<file path="src/rtl/board_keeper_pkg.sv">
// Shared encodings, sizes and the win-line table for the board keeper.
package board_keeper_pkg;

    localparam int unsigned NUM_CELLS = 9;
    localparam int unsigned NUM_LINES = 8;
    localparam int unsigned CELL_W    = 4;
    localparam int unsigned MARK_W    = 2;

    localparam logic [MARK_W-1:0] EMPTY  = 2'b00;
    localparam logic [MARK_W-1:0] MARK_X = 2'b10;
    localparam logic [MARK_W-1:0] MARK_O = 2'b01;

    localparam logic [CELL_W-1:0] NO_CELL = 4'hF;

    typedef logic [CELL_W-1:0]                 cell_idx_t;
    typedef logic [NUM_CELLS-1:0][MARK_W-1:0]  board_t;

    // Cell indices of every row, column and diagonal.
    localparam logic [NUM_LINES-1:0][2:0][CELL_W-1:0] WIN_LINES = {
        {4'd2, 4'd4, 4'd6},
        {4'd0, 4'd4, 4'd8},
        {4'd2, 4'd5, 4'd8},
        {4'd1, 4'd4, 4'd7},
        {4'd0, 4'd3, 4'd6},
        {4'd6, 4'd7, 4'd8},
        {4'd3, 4'd4, 4'd5},
        {4'd0, 4'd1, 4'd2}
    };

    // Owner of a line, or EMPTY when the line is not complete.
    function automatic logic [MARK_W-1:0] line_mark(board_t b, logic [2:0] l);
        logic [MARK_W-1:0] c0, c1, c2;
        c0 = b[WIN_LINES[l][0]];
        c1 = b[WIN_LINES[l][1]];
        c2 = b[WIN_LINES[l][2]];
        return (c0 != EMPTY && c0 == c1 && c1 == c2) ? c0 : EMPTY;
    endfunction

endpackage

</file>
<file path="src/rtl/board_keeper_if.sv">
// Move input and board/state outputs of the board keeper.
interface board_keeper_if;
    import board_keeper_pkg::*;

    cell_idx_t         location;
    logic [MARK_W-1:0] mark;
    logic [MARK_W-1:0] a0, a1, a2, a3, a4, a5, a6, a7, a8;
    logic [MARK_W-1:0] gameend;
    cell_idx_t         fade_x;
    cell_idx_t         fade_o;

    modport master (
        output location, mark,
        input  a0, a1, a2, a3, a4, a5, a6, a7, a8, gameend, fade_x, fade_o
    );

    modport slave (
        input  location, mark,
        output a0, a1, a2, a3, a4, a5, a6, a7, a8, gameend, fade_x, fade_o
    );
endinterface

</file>
<file path="src/rtl/board_keeper_mark_fifo.sv">
// KEEP-deep oldest-first queue of cell positions owned by one player.
module mark_fifo
    import board_keeper_pkg::*;
#(
    parameter int unsigned KEEP = 3,
    localparam int unsigned CW  = $clog2(KEEP + 1),
    localparam int unsigned IW  = (KEEP > 1) ? $clog2(KEEP) : 1
) (
    input  logic          clk,
    input  logic          rst,
    input  logic          push,
    input  logic          pop,
    input  cell_idx_t     din,
    output cell_idx_t     head,
    output logic [CW-1:0] count,
    output logic          full
);

    logic [KEEP-1:0][CELL_W-1:0] q, q_next;
    logic [KEEP:0][CELL_W-1:0]   ext;
    logic [CW-1:0]               count_next;
    logic [CW-1:0]               wr_idx;
    logic                        do_push;

    assign ext     = {NO_CELL, q};
    assign full    = (count == CW'(KEEP));
    assign head    = q[0];
    assign do_push = push && (pop || !full);

    // Pop shifts toward the head; push lands just behind the last live entry.
    always_comb begin
        q_next     = q;
        count_next = count;
        wr_idx     = pop ? (count - CW'(1)) : count;
        if (pop) begin
            for (int unsigned i = 0; i < KEEP; i++) begin
                q_next[IW'(i)] = ext[CW'(i + 1)];
            end
        end
        if (do_push) begin
            for (int unsigned i = 0; i < KEEP; i++) begin
                if (CW'(i) == wr_idx) begin
                    q_next[IW'(i)] = din;
                end
            end
        end
        if (do_push && !pop) begin
            count_next = count + CW'(1);
        end else if (pop && !do_push) begin
            count_next = count - CW'(1);
        end
    end

    always_ff @(posedge clk or negedge rst) begin
        if (!rst) begin
            q     <= {KEEP{NO_CELL}};
            count <= '0;
        end else begin
            q     <= q_next;
            count <= count_next;
        end
    end

endmodule

</file>
<file path="src/rtl/board_keeper.sv">
// Tic-tac-toe board with a bounded number of marks per player and sticky win detection.
module board_keeper
    import board_keeper_pkg::*;
#(
    parameter int unsigned KEEP = 3
) (
    input  logic           clk,
    input  logic           rst,
    board_keeper_if.slave  bus
);

    localparam int unsigned CW = $clog2(KEEP + 1);

    logic [MARK_W+CELL_W-1:0] prev;
    board_t                   board, board_next;
    logic [MARK_W-1:0]        gameend_q, gameend_next;
    logic                     x_win_c, o_win_c;
    logic                     target_empty_c, accept_c, is_x_c;
    logic                     push_x, push_o, pop_x, pop_o;
    cell_idx_t                head_x, head_o;
    logic [CW-1:0]            count_x, count_o;
    logic                     full_x, full_o;

    mark_fifo #(.KEEP(KEEP)) u_fifo_x (
        .clk(clk), .rst(rst), .push(push_x), .pop(pop_x), .din(bus.location),
        .head(head_x), .count(count_x), .full(full_x)
    );

    mark_fifo #(.KEEP(KEEP)) u_fifo_o (
        .clk(clk), .rst(rst), .push(push_o), .pop(pop_o), .din(bus.location),
        .head(head_o), .count(count_o), .full(full_o)
    );

    always_comb begin
        target_empty_c = 1'b0;
        for (int unsigned c = 0; c < NUM_CELLS; c++) begin
            if (bus.location == CELL_W'(c)) begin
                target_empty_c = (board[CELL_W'(c)] == EMPTY);
            end
        end
    end

    always_comb begin
        x_win_c = 1'b0;
        o_win_c = 1'b0;
        for (int unsigned l = 0; l < NUM_LINES; l++) begin
            if (line_mark(board, 3'(l)) == MARK_X) x_win_c = 1'b1;
            if (line_mark(board, 3'(l)) == MARK_O) o_win_c = 1'b1;
        end
    end

    // A win visible on the board blocks moves in the same cycle gameend is set.
    assign is_x_c   = (bus.mark == MARK_X);
    assign accept_c = (bus.mark == MARK_X || bus.mark == MARK_O)
                   && ({bus.mark, bus.location} != prev)
                   && (bus.location <= CELL_W'(NUM_CELLS - 1))
                   && target_empty_c
                   && (gameend_q == EMPTY)
                   && !x_win_c && !o_win_c;

    assign push_x = accept_c && is_x_c;
    assign push_o = accept_c && !is_x_c;
    assign pop_x  = push_x && full_x;
    assign pop_o  = push_o && full_o;

    always_comb begin
        board_next = board;
        for (int unsigned c = 0; c < NUM_CELLS; c++) begin
            if ((pop_x && head_x == CELL_W'(c)) || (pop_o && head_o == CELL_W'(c))) begin
                board_next[CELL_W'(c)] = EMPTY;
            end
            if (accept_c && bus.location == CELL_W'(c)) begin
                board_next[CELL_W'(c)] = bus.mark;
            end
        end
    end

    always_comb begin
        gameend_next = gameend_q;
        if (gameend_q == EMPTY) begin
            if (x_win_c)      gameend_next = MARK_X;
            else if (o_win_c) gameend_next = MARK_O;
        end
    end

    always_ff @(posedge clk or negedge rst) begin
        if (!rst) begin
            prev      <= '0;
            board     <= '0;
            gameend_q <= EMPTY;
        end else begin
            prev      <= {bus.mark, bus.location};
            board     <= board_next;
            gameend_q <= gameend_next;
        end
    end

    assign bus.a0      = board[0];
    assign bus.a1      = board[1];
    assign bus.a2      = board[2];
    assign bus.a3      = board[3];
    assign bus.a4      = board[4];
    assign bus.a5      = board[5];
    assign bus.a6      = board[6];
    assign bus.a7      = board[7];
    assign bus.a8      = board[8];
    assign bus.gameend = gameend_q;
    assign bus.fade_x  = (count_x == CW'(KEEP)) ? head_x : NO_CELL;
    assign bus.fade_o  = (count_o == CW'(KEEP)) ? head_o : NO_CELL;

endmodule
</file>
<file path="src/flat_wrapper.sv">
// flat-port wrapper written by rule: the top's interface ports become plain ports
module board_keeper_flat import board_keeper_pkg::*;
#(
    parameter int unsigned KEEP = 3
)
  (clk, rst, bus_location, bus_mark, bus_a0, bus_a1, bus_a2, bus_a3, bus_a4, bus_a5, bus_a6, bus_a7, bus_a8, bus_gameend, bus_fade_x, bus_fade_o);
  board_keeper_if bus_i ();
  input  logic clk;
  input  logic rst;
  input wire logic [$bits(bus_i.location)-1:0] bus_location;
  input wire logic [$bits(bus_i.mark)-1:0] bus_mark;
  output wire logic [$bits(bus_i.a0)-1:0] bus_a0;
  output wire logic [$bits(bus_i.a1)-1:0] bus_a1;
  output wire logic [$bits(bus_i.a2)-1:0] bus_a2;
  output wire logic [$bits(bus_i.a3)-1:0] bus_a3;
  output wire logic [$bits(bus_i.a4)-1:0] bus_a4;
  output wire logic [$bits(bus_i.a5)-1:0] bus_a5;
  output wire logic [$bits(bus_i.a6)-1:0] bus_a6;
  output wire logic [$bits(bus_i.a7)-1:0] bus_a7;
  output wire logic [$bits(bus_i.a8)-1:0] bus_a8;
  output wire logic [$bits(bus_i.gameend)-1:0] bus_gameend;
  output wire logic [$bits(bus_i.fade_x)-1:0] bus_fade_x;
  output wire logic [$bits(bus_i.fade_o)-1:0] bus_fade_o;
  assign bus_i.location = bus_location;
  assign bus_i.mark = bus_mark;
  assign bus_a0 = bus_i.a0;
  assign bus_a1 = bus_i.a1;
  assign bus_a2 = bus_i.a2;
  assign bus_a3 = bus_i.a3;
  assign bus_a4 = bus_i.a4;
  assign bus_a5 = bus_i.a5;
  assign bus_a6 = bus_i.a6;
  assign bus_a7 = bus_i.a7;
  assign bus_a8 = bus_i.a8;
  assign bus_gameend = bus_i.gameend;
  assign bus_fade_x = bus_i.fade_x;
  assign bus_fade_o = bus_i.fade_o;
  board_keeper #(.KEEP(KEEP)) u_core (.clk(clk), .rst(rst), .bus(bus_i));
endmodule
</file>
<file path="config.mk">
export PLATFORM = sky130hd
export DESIGN_NAME = board_keeper_flat
export DESIGN_NICKNAME = d
export VERILOG_FILES = /design/src/rtl/board_keeper_pkg.sv /design/src/rtl/board_keeper_if.sv /design/src/rtl/board_keeper_mark_fifo.sv /design/src/rtl/board_keeper.sv /design/src/flat_wrapper.sv
export SDC_FILE = /design/constraint.sdc
export NUM_CORES = 1
export LEC_CHECK = 0
export CAP_MARGIN = 20
export CORE_MARGIN = 2
export CORE_UTILIZATION = 63
export CTS_BUF_LIST = sky130_fd_sc_hd__clkbuf_8
export CTS_CLUSTER_DIAMETER = 200
export DETAILED_ROUTE_END_ITERATION = 12
export HOLD_SLACK_MARGIN = 0.15
export PLACE_DENSITY = 0.91
export SETUP_SLACK_MARGIN = 0.5
export SLEW_MARGIN = 5
export SYNTH_ARGS = -nofsm -noshare
export SYNTH_HDL_FRONTEND = slang
export SYNTH_HIERARCHICAL = 1
export SYNTH_SLANG_ARGS = --single-unit
export TNS_END_PERCENT = 1
</file>
<file path="constraint.sdc">
create_clock -name clk -period 7.9 [get_ports clk]
set_clock_uncertainty 0.15 [all_clocks]
set_input_delay 1.185 -clock clk [delete_from_list [all_inputs] [get_ports clk]]
set_output_delay 1.185 -clock clk [all_outputs]
set_load 0.01 [all_outputs]
</file>
After elaboration in Yosys (flattened, before gate mapping)
Cells that the tools add are included.
- add/sub/neg operators: 4
- order comparisons: 1
- eq/ne operators: 65
- mux-type cells: 71
- reduce and logical (&&, ||, !) cells: 113
- operators by type and width (kind ; number):
    2-bit two-way mux ; 34
    1-bit logical AND ; 59
    4-bit by 3-bit == test with 1-bit output (second input constant) ; 12
    12-bit two-way mux ; 4
    2-bit nonzero test ; 17
    2-bit == test ; 16
    4-bit two-way mux ; 8
    1-bit two-way mux ; 25
    4-bit by 2-bit == test with 1-bit output (second input constant) ; 6
    2-bit logical NOT ; 12
    2-bit == test (second input constant) ; 11
    2-bit by 1-bit == test with 1-bit output (second input constant) ; 9
    4-bit by 1-bit == test with 1-bit output (second input constant) ; 3
    4-bit == test (second input constant) ; 3
    4-bit logical NOT ; 3
    1-bit logical OR ; 12
    1-bit logical NOT ; 9
    6-bit inequality test ; 1
    2-bit by 1-bit adder with 2-bit output (second input constant) ; 2
    1-bit by 2-bit == test with 1-bit output (first input constant) ; 2
    2-bit == test (first input constant) ; 2
    4-bit <= comparator (second input constant) ; 1
    2-bit by 1-bit subtractor with 2-bit output (second input constant) ; 2
    2-bit AND reduction ; 1
- register bits after elaboration: 54
- input bits: 8
- output and inout bits: 28
- logic and storage cells: 273

Depth between registers and ports, before layout
Gate-level depths: netlist of run 1.
- word-level depth: 24
- gate-level depth with buffers: 16
- mapped depth without buffers: 13

Cells and area by module
Netlist of run 1, hierarchy kept.
- modules (own cells, without submodules) (module ; instances ; cells an instance ; area an instance (sq um) ; sequential area each (sq um)):
    board_keeper ; 1 ; 207 ; 1838.0 ; 650.6
    mark_fifo ; 2 ; 64 ; 763.2 ; 365.4

Worst setup path after synthesis of run 1
OpenSTA, ideal clock, no wires.
- path type: input to register
- start: in bus_mark[0]
- end: reg u_core.u_fifo_o.count[1]
- library setup time: 127 ps
- arrival time: 3953 ps
- required time: 7623 ps
- setup slack: 3670 ps
- stages on the path: 16
- buffers on the path: 3
- cells stage by stage: buf_2 > inv_1 > ha_1 > nor4_1 > a21oi_1 > a31o_2 > nor3_2 > nand2_1 > clkbuf_1 > nor2_1 > buf_6 > inv_2 > a21oi_1 > ha_1 > nand2_1 > o21ai_0
- word-level cells in the longest chain between the ends: 15
- elaborated cells between the ends (all ways): 21
- classes of those cells: eq/ne: 3; mux: 1; reduce/logical: 17
- RTL lines (element ; line ; source):
    from (decl) ; flat_wrapper.sv:11 ; input wire logic [$bits(bus_i.mark)-1:0] bus_mark;
    2-bit == test or 2-bit by 1-bit == test with 1-bit output (tied branches) ; board_keeper.sv:53, board_keeper.sv:54 ;
    1-bit logical OR ; board_keeper.sv:54 ; assign accept_c = (bus.mark == MARK_X || bus.mark == MARK_O)
    1-bit logical AND ; board_keeper.sv:55 ; && ({bus.mark, bus.location} != prev)
    1-bit logical AND ; board_keeper.sv:56 ; && (bus.location <= CELL_W'(NUM_CELLS - 1))
    1-bit logical AND ; board_keeper.sv:57 ; && target_empty_c
    1-bit logical AND ; board_keeper.sv:58 ; && (gameend_q == EMPTY)
    1-bit logical AND (2 in a row) ; board_keeper.sv:59 ; && !x_win_c && !o_win_c;
    1-bit logical AND (*) ; board_keeper.sv:62 ; assign push_o = accept_c && !is_x_c;
    1-bit logical AND (*) ; board_keeper.sv:64 ; assign pop_o = push_o && full_o;
    net u_core.pop_o ; board_keeper.sv:19 ; logic push_x, push_o, pop_x, pop_o;
    1-bit logical OR ; board_keeper_mark_fifo.sv:28 ; assign do_push = push && (pop || !full);
    1-bit logical AND ; board_keeper_mark_fifo.sv:28 ;
    1-bit logical NOT ; board_keeper_mark_fifo.sv:49 ; end else if (pop && !do_push) begin
    1-bit logical AND ; board_keeper_mark_fifo.sv:49 ;
    2-bit nonzero test (no source line) ; -- ;
    to (signal assigned) ; board_keeper_mark_fifo.sv:60 ; count <= count_next;
    to (decl) ; board_keeper_mark_fifo.sv:15 ; output logic [CW-1:0] count,
The timed path passes the listed nets; every way through them passes the cells marked *.
A chain may end at the register's enable or synchronous reset.

Final worst setup path of run 1
Ends and elaborated chain as after synthesis.

==> results of run 1 <==
## cell usage in the layout, fill, tap and decap left out, drive strengths merged, types with 5 or more instances in the layout
cell and instances:
clkdlybuf4s50 34, dfrtp 30, dfstp 24, nor2 24, nand2 16, mux2i 16, a22oi 16, o21ai 16
nor4bb 15, inv 13, nor3 11, a31oi 11, or2 11, nand3 10, o31ai 9, a31o 8
o32a 8, xor2 6, o2bb2ai 6, clkbuf 5, nor2b 5, nor4 5, ha 5
## sequential cells by signal (all words and copies together), names as in the netlist, 4 cells and up
register	count
u_core/prev	6
u_core/u_fifo_o/ext	8
u_core/u_fifo_o/head	4
u_core/u_fifo_x/head	4
u_core/u_fifo_x/ext	8
## cells by family (layout without fill, tap and decap cells)
family	Yosys count	count (layout)
DFF	54	54
buffers and inverters	32	58
AOI/OAI and AO/OA	92	92
xor gates and xnor gates	10	10
adders and majority gates	5	5
and+or+nand+nor	126	126
muxes	16	16
## layout make-up
type / count / area (um2) / share of cell area
multi-input combinational: 249 / 1810 / 0.480
sequential: 54 / 1380 / 0.366
timing repair buffer: 37 / 364 / 0.0964
tap: 70 / 87.6 / 0.0232
clock buffer: 5 / 68.8 / 0.0182
inverter: 13 / 48.8 / 0.0129
clock inverter: 3 / 15.0 / 0.00397
## routing by layer
| layer | up-vias | wire [um] | track usage |
|---|---|---|---|
| li1 | 1342 | - | - |
| met1 | 1437 | 3420 | 0.380 |
| met2 | 163 | 4500 | 0.520 |
| met3 | 30 | 581 | 0.0447 |
| met4 | 0 | 263 | 0.143 |
| met5 | - | 0 | 0 |
## power breakdown
group	switching (mW)	leakage, nW	internal, mW
sequential	0.145	0.626	0.424
clock	0.0864	0.0467	0.0603
combinational	0.230	0.762	0.247
## metrics by stage
step           utilization  hold WS [ps]  cell area, um2  total power, mW
2_1_floorplan            -           346            3360            0.861
3_3_place_gp         0.716           351            3680             1.02
3_5_place_dp         0.716           356            3680             1.04
4_1_cts              0.733           369            3770             1.19
5_1_grt              0.735           382            3780             1.27
6_report             0.735           368            3780             1.19
## cell usage after synthesis (3+ instances only)
| cell type | count |
|---|---|
| sky130_fd_sc_hd__o31ai_1 | 9 |
| sky130_fd_sc_hd__a221o_1 | 3 |
| sky130_fd_sc_hd__buf_2 | 5 |
| sky130_fd_sc_hd__nor4bb_1 | 15 |
| sky130_fd_sc_hd__nand3_1 | 10 |
| sky130_fd_sc_hd__nor3_1 | 10 |
| sky130_fd_sc_hd__nand2_1 | 16 |
| sky130_fd_sc_hd__nor4_1 | 5 |
| sky130_fd_sc_hd__mux2i_1 | 16 |
| sky130_fd_sc_hd__o32a_1 | 8 |
| sky130_fd_sc_hd__nand2b_1 | 4 |
| sky130_fd_sc_hd__dfrtp_1 | 30 |
| sky130_fd_sc_hd__nor2b_1 | 5 |
| sky130_fd_sc_hd__ha_1 | 5 |
| sky130_fd_sc_hd__or2_2 | 7 |
| sky130_fd_sc_hd__clkbuf_1 | 4 |
| sky130_fd_sc_hd__a22oi_1 | 16 |
| sky130_fd_sc_hd__a31oi_1 | 9 |
| sky130_fd_sc_hd__o2bb2ai_1 | 6 |
| sky130_fd_sc_hd__nor2_1 | 23 |
| sky130_fd_sc_hd__a31o_2 | 8 |
| sky130_fd_sc_hd__buf_4 | 8 |
| sky130_fd_sc_hd__a21oi_1 | 4 |
| sky130_fd_sc_hd__xnor2_1 | 4 |
| sky130_fd_sc_hd__o21ai_0 | 11 |
| sky130_fd_sc_hd__o21ai_1 | 5 |
| sky130_fd_sc_hd__inv_1 | 9 |
| sky130_fd_sc_hd__dfstp_2 | 24 |
| sky130_fd_sc_hd__xor2_1 | 6 |
| sky130_fd_sc_hd__nand4_1 | 3 |
## final timing paths
| check | to | slack [ps] | from |
|---|---|---|---|
| worst max-delay path | u_core/u_fifo_o/count[1]$_DFFE_PN0P_ | 2630 | bus_mark[0] |
| min in group asynchronous | u_core/bus.gameend[0]$_DFFE_PN0P_ | 840 | rst |
| worst max register to register | u_core/u_fifo_o/count[1]$_DFFE_PN0P_ | 3970 | u_core/bus.a4[0]$_DFFE_PN0P_ |
| max in group asynchronous | u_core/bus.a5[0]$_DFFE_PN0P_ | 6330 | rst |
| worst min-delay path | u_core/u_fifo_x/ext[10]$_DFF_PN1_ | 370 | u_core/u_fifo_x/ext[10]$_DFF_PN1_ |
| worst min register to register | u_core/u_fifo_x/ext[10]$_DFF_PN1_ | 370 | u_core/u_fifo_x/ext[10]$_DFF_PN1_ |
==> impl.org, run 1 <==
** Synth
- Compound-gate portion of the synthesized area :: 0.210
- Main combinational cell family by area after synthesis :: simple AND/OR/NAND/NOR gates
- The most used flip-flop cell after synthesis is sky130_fd_sc_hd__dfrtp_1.
- Of the post-synthesis cell area, the dominant cell type holds 0.223.
- Synthesized-area fraction occupied by adder cells :: 0.0186
- Synthesized instance count :: approximately 340
- Xor and xnor fraction of the mapped netlist area :: 0.0260
- For this run, asynchronously set or reset flops after synthesis account for 1.00.
- The largest total area in the synthesized netlist belongs to sky130_fd_sc_hd__dfrtp_1.
- Count of distinct cell types in the synthesized netlist :: between 60 and 70
- Mean instance size in the synthesized netlist :: 10.0 um2
- Simple logic cell fraction of the synthesized area :: 0.236
- Multiplexer share of the synthesized area :: 0.0476
- Synthesis Warnings :: 6
- Yosys attributes the largest share of cell area to sky130_fd_sc_hd__dfrtp_1 22%, sky130_fd_sc_hd__dfstp_2 19%, sky130_fd_sc_hd__mux2i_1 4.8%.
- Summed instance area of the synthesized netlist :: 3360 um2
- Post-synthesis net count :: 348
- Sequential fraction of the synthesis area :: 0.411
- Flip-flop and latch count after synthesis :: 54
- The synthesized design contains 0 enable-type register cells.

** Critical path
- Data arrives at the worst endpoint at 5310 ps.
- By startpoint and endpoint, the worst setup path is classified as in2reg.
- CP Depth :: 15
- Slowest-stage cell, CP :: sky130_fd_sc_hd__clkdlybuf4s50_1
- Largest stage delay on the critical path :: between 700 and 800 ps
- CP Data Required Time :: 7940 ps
- Counting cells, the worst reg-to-reg path comes to 12.
- Critical path's top delay family :: simple AND/OR/NAND/NOR gates
- Max FO, Critical Path :: 11
- Buf+Inv Stages, Crit Path :: 4
- STA classifies the critical path endpoint as a flip-flop.
- Cell breakdown of the critical path :: clkdlybuf4s50_1 -> inv_1 -> ha_1 -> nor4_1 -> a21oi_1 -> a31o_2 -> nor3_2 -> nand2_1 -> nor2_1 -> buf_6 -> inv_2 -> a21oi_1 -> ha_1 -> nand2_1 -> o21ai_0
- STA classifies the critical path startpoint as a primary input.

** STA
- In this run the tightest slew margin relative to its limit is 0.333.
- Final worst path period need :: 5270 ps
- Tightest Pin Transition :: slightly below 1000 ps
- Final number of hold-violating endpoints :: 0
- Min setup slack post-route :: ~2600 ps
- Max-slew violation count :: 0
- Setup repair after global routing left no endpoint under its margin.
- For this run, the top clock speed supported by timing is 190 MHz.
- Setup_tns :: 0 ps
- Setup violations remaining at the end of the flow were counted as 0.
- Of the available clock period, the critical path in the final layout requires 0.667.

** Die
- Number of top-level design ports :: 36
- The die is approximately 77 um wide.
- The initial utilization of the core area, before any placement, comes to 0.655.
- The floorplan step defined a die boundary enclosing 5940 um2.
- The total area inside the core boundary comes to 5140 um2.
- Row generation in the floorplan step produced 26 rows.
- Die extent in y :: between 70 and 80 um

** GRT
- The via count of the first global-routing pass was 2922.
- Global-route wire length before repair :: ~14000 um
- The initial antenna violation count was 0.
- The total overflow left after global routing is 0.
- Entering global routing, the biggest net connects 55 pins.
- Global-route total usage across every layer :: 0.304

** Cells and area
- In the final layout, the share of cells above drive strength 1 is 0.177.
- After the last flow step, the layout net total stands at 373.
- Antenna diode instance count :: 0
- From synthesis to final layout, the design area changed by 12.3%.
- Fill cells in the final layout number between 300 and 400.
- Number of cells in the finished layout apart from fillers :: around 430

** Placement
- Once placement completed, the tool counted placed cells totaling between 400 and 500.
- Port-buffer cells :: 35
- Weighted congestion reported at the end of routability-driven placement :: slightly above 0.9
- Placed wire-length estimate :: between 6000 and 7000 um
- Timing analysis after detailed placement gives a worst setup slack of 2030 ps.

** Route
- Ratio of routed vias to standard cells :: 6.90
- Drc violations :: 0
- Remaining antenna violation count :: 0
- Total iterations of the first detailed-routing run :: 6
- Average wire per standard cell :: between 20 and 25 um
- In this run, the number of DRC markers left after iteration 0 of detailed routing was 441.
- Wires add up to around 9000 um.
- The routed layout has slightly below 3000 vias.

** Run status
- The run finished with clean final reports.

** Power and ir drop
- Worst vdd rail ir drop :: roughly 0.00016 V
- PD cells :: between 300 and 400 nW/um2
- LEAKAGE :: 1.43 nW

** Min path
- Worst hold stages :: 1
- The worst hold path belongs to the class reg2reg.

** Clocking
- Counting the buffers created by CTS gives 5.
- Clock-pin slew was measured on the worst setup and hold paths at approximately 90 ps.
- The tree is rooted in a sky130_fd_sc_hd__clkbuf_8.
- CTS tree :: yes
- The clock reaches the later pin of the worst-skew pair after roughly 300 ps.
- CTS max path bufs :: 2
- Number of gates resized after CTS :: 0
- After clock tree synthesis, the setup repair step added 0 buffers.
- Count of clock tree sinks :: 54
- H-tree depth :: 2
- Hold repair after CTS inserted 0 buffers.

** Run
- Max-cap check violation count :: 0
Power figures use the tool's default switching activity.
==> run 2, diff against run 1 <==
--- a/config.mk
+++ b/config.mk
@@ -7,12 +7,12 @@
 export LEC_CHECK = 0
 export CAP_MARGIN = 20
 export CORE_MARGIN = 2
-export CORE_UTILIZATION = 63
+export CORE_UTILIZATION = 59
 export CTS_BUF_LIST = sky130_fd_sc_hd__clkbuf_8
 export CTS_CLUSTER_DIAMETER = 200
 export DETAILED_ROUTE_END_ITERATION = 12
 export HOLD_SLACK_MARGIN = 0.15
-export PLACE_DENSITY = 0.91
+export PLACE_DENSITY = 0.86
 export SETUP_SLACK_MARGIN = 0.5
 export SLEW_MARGIN = 5
 export SYNTH_ARGS = -nofsm -noshare
==> constraint.sdc (replaced) <==
create_clock -name clk -period 4.9 [get_ports clk]
set_clock_uncertainty 0.15 [all_clocks]
set_input_delay 0.735 -clock clk [delete_from_list [all_inputs] [get_ports clk]]
set_output_delay 0.735 -clock clk [all_outputs]
set_load 0.01 [all_outputs]
==> run 2 against run 1 <==
Register-to-register slack got worse by 2500 ps; clock-buffer cell count grew 1; utilization down 2.9 points; cell count is 2.8% higher; combinational power grew 62%; first-iteration DRC count increased by 6.1%; sequential share of layout area decreased by 1.0 points; non-clock buffer count rose by 10; critical path type unchanged; largest power group unchanged.
==> impl.org, run 2 (synthesized netlist as in run 1, its figures left out) <==
** STA
- In the finished design, the share of the clock period the worst path needs comes to 0.847.
- The transition time at the pin with the least slew margin is 842 ps (-151 ps).
- The final-layout setup total negative slack is 0 ps (unchanged).
- Based on the critical path, the design can be clocked at up to 241 MHz.
- The number of failing setup endpoints in the final timing report is 0 (unchanged).
- Final worst path period need :: between 4000 and 5000 ps
- Final number of hold-violating endpoints :: 0 (unchanged)
- Max_slew headroom :: 0.435 (+0.101)
- RSZ-0062 raised after global routing :: no
- The worst hold margin came to 370 ps (+1.83 ps).
- The number of slew-limit violations in the final report is 0 (unchanged).

** Route
- Overall via count from detail_route :: 2991 (+0.64%)
- Total iterations of the first detailed-routing run :: 5 (-1)
- Ratio of routed vias to standard cells :: 6.75 (-2.1%)
- The detailed-route DRC error count is 0 (unchanged).
- The post-detailed-route wirelength per cell is 19.0 um (-6.6%).
- The number of nets still failing antenna checks after routing is 0 (unchanged).
- The iteration-0 DRC count of the detailed router is 468 (+6.1%).
- The total wire length was 8410 um (-4.0%).

** Placement
- The weighted congestion at the end of routability-driven global placement was 1.03 (+14%).
- Number of instances in the placed design :: 435 (+3.1%)
- The half-perimeter wire length of the detailed placement result is 6090 um (-2.2%).
- The number of port buffers is 35 (unchanged).

** Critical path
- On the critical path, the stage with the largest delay is an instance of sky130_fd_sc_hd__clkdlybuf4s50_1.
- The largest stage delay on the critical path is 680 ps (-110 ps).
- The data arrival time of the critical path came to 4190 ps (-1120 ps).
- Buf+Inv Stages, Crit Path :: 3 (-1)
- Worst R2R Start :: u_core/bus.a4[0]$_DFFE_PN0P_
- The most numerous cell type found on the critical path is sky130_fd_sc_hd__nand2_1.
- The minimum setup slack among reg-to-reg paths was 1470 ps (-2500 ps).
- Nature of the critical path endpoint :: flip-flop
- The critical path is of the in2reg type.
- The cell family contributing the most delay on the critical path is simple AND/OR/NAND/NOR gates.
- The required time reported for the critical path endpoint is 4930 ps (-3010 ps).
- Crit. Startpoint :: bus_location[3]
- Launching element type of the critical path :: primary input
- The critical path goes through clkdlybuf4s50_1 -> nor4bb_1 -> buf_4 -> nand3_1 -> a31oi_1 -> a311o_1 -> nand2_1 -> nor2_1 -> clkinv_1 -> a21oi_1 -> ha_1 -> nand2_1 -> o21ai_0.
- Max FO, Critical Path :: 13 (+2)

** Clocking
- CTS tree :: yes
- Worst-Skew Late Latency :: 300 ps (about the same)
- Buffers inserted by post-CTS timing repair :: 0 (unchanged)
- CTS root buffer :: sky130_fd_sc_hd__clkbuf_8
- The maximum count of clock buffers along a single path is 2 (unchanged).
- The clock buffer count from CTS is 5 (unchanged).
- Count of clock tree sinks :: 54 (unchanged)
- CTS clock-pin slew for the worst setup and hold paths :: 90 ps (about the same)
- H-tree depth :: 2 (unchanged)

** Cells and area
- Antenna diode instance count :: 0 (unchanged)
- Most common cell after layout, fill and taps aside :: sky130_fd_sc_hd__clkdlybuf4s50_1
- The number of nets in the final layout is 383 (+2.7%).
- Most used cells in the layout excluding fill and tap cells :: 34 x sky130_fd_sc_hd__clkdlybuf4s50_1, 30 x sky130_fd_sc_hd__dfrtp_1, 24 x sky130_fd_sc_hd__dfstp_2
- Number of cells in the finished layout apart from fillers :: 443 (+2.8%)
- Growth of design area from synthesis to finish :: 15.6%
- The core occupancy in the finished layout was 0.706 (-0.0287).
- Fraction of layout cells with a size suffix above 1 :: 0.208 (+0.0303)
- The number of fillers in the final layout is 411 (+7.9%).

** Die
- Floorplan die area :: 6320 um2 (+6.4%)
- Die Width :: 79.5 um (+3.2%)
- The number of top-level pins is 36 (unchanged).
- Starting density of the core :: 0.611 (-0.0436)
- The die span in y came to 79.5 um (+3.2%).
- Area of the core region :: 5510 um2 (+7.1%)
- The count of standard-cell rows is 27 (+3.8%).

** Min path
- Hold path startpoint :: u_core/u_fifo_x/ext[8]$_DFF_PN1_
- Worst hold path class :: reg2reg

** GRT
- The pin count of the biggest net entering global routing was 55 (unchanged).
- The first-pass GRT wire length is 13800 um (-4.5%).
- The total global-route track usage was 0.276 (-0.0284).
- Via count of the first global-routing pass :: 2859 (-2.2%)
- The total grt overflow is 0 (unchanged).
- Initial antenna violation count :: 0 (unchanged)

** Run
- The reported max-cap violation count came to 0 (unchanged).

** Run status
- Run status :: completed

** Power and ir drop
- The power density normalized to cell area is 509 nW/um2 (+62%).
- The static power due to leakage is 1.50 nW (+4.5%).
- The total power was 1.98 mW (+66%).
- Worst vdd rail ir drop :: 0.000334 V (+100%)
run 2: cell types whose count changed in the layout (fill, tap and decap cells not counted), sizes merged:
cell,delta
buf,+10
clkbuf,+1
clkinvlp,-1
bufinv,+1
inv,-1
run 2: worst paths after layout:
kind,end,cells past startpoint
setup / recovery,u_core/u_fifo_x/count[1]$_DFFE_PN0P_,13
hold / removal,u_core/u_fifo_x/ext[8]$_DFF_PN1_,1
setup reg to reg,u_core/u_fifo_x/count[1]$_DFFE_PN0P_,11
hold reg to reg,u_core/u_fifo_x/ext[8]$_DFF_PN1_,1
max in group asynchronous,u_core/u_fifo_o/count[0]$_DFFE_PN0P_,2
min in group asynchronous,u_core/prev[4]$_DFF_PN0_,2
run 2: through the flow:
stage          instance area (um2)  setup slack, ps
3_3_place_gp                  3770              762
4_1_cts                       3880              822
2_1_floorplan                 3360             1120
6_report                      3890              749
5_1_grt                       3890              503
3_5_place_dp                  3770              605
run 2: power breakdown:
part | switching [mW] | leakage, nW | total [mW] | internal, mW
combinational | 0.367 | 0.811 | 0.775 | 0.407
clock | 0.133 | 0.0626 | 0.298 | 0.165
sequential | 0.226 | 0.626 | 0.909 | 0.683
run 2: final cells by class:
cell class	instances	area [um2]	area share
multi-input combinational	249	1820	0.467
timing repair buffer	47	435	0.112
tap	72	90.1	0.0232
inverter	13	48.8	0.0125
clock buffer	6	82.6	0.0212
sequential	54	1380	0.355
clock inverter	2	33.8	0.00869
run 2: timing repair:
item,CTS,global route
setup endpoints to repair,0,1
gates resized for setup,0,2
hold buffers,0,0
run 2: routing by layer:
metal,GRT usage,share of wire,up-vias
li1,-,-,1364
met1,0.357,0.40,1434
met2,0.482,0.51,166
met3,0.0283,0.068,27
met4,0.0931,0.020,0
met5,0,0,-
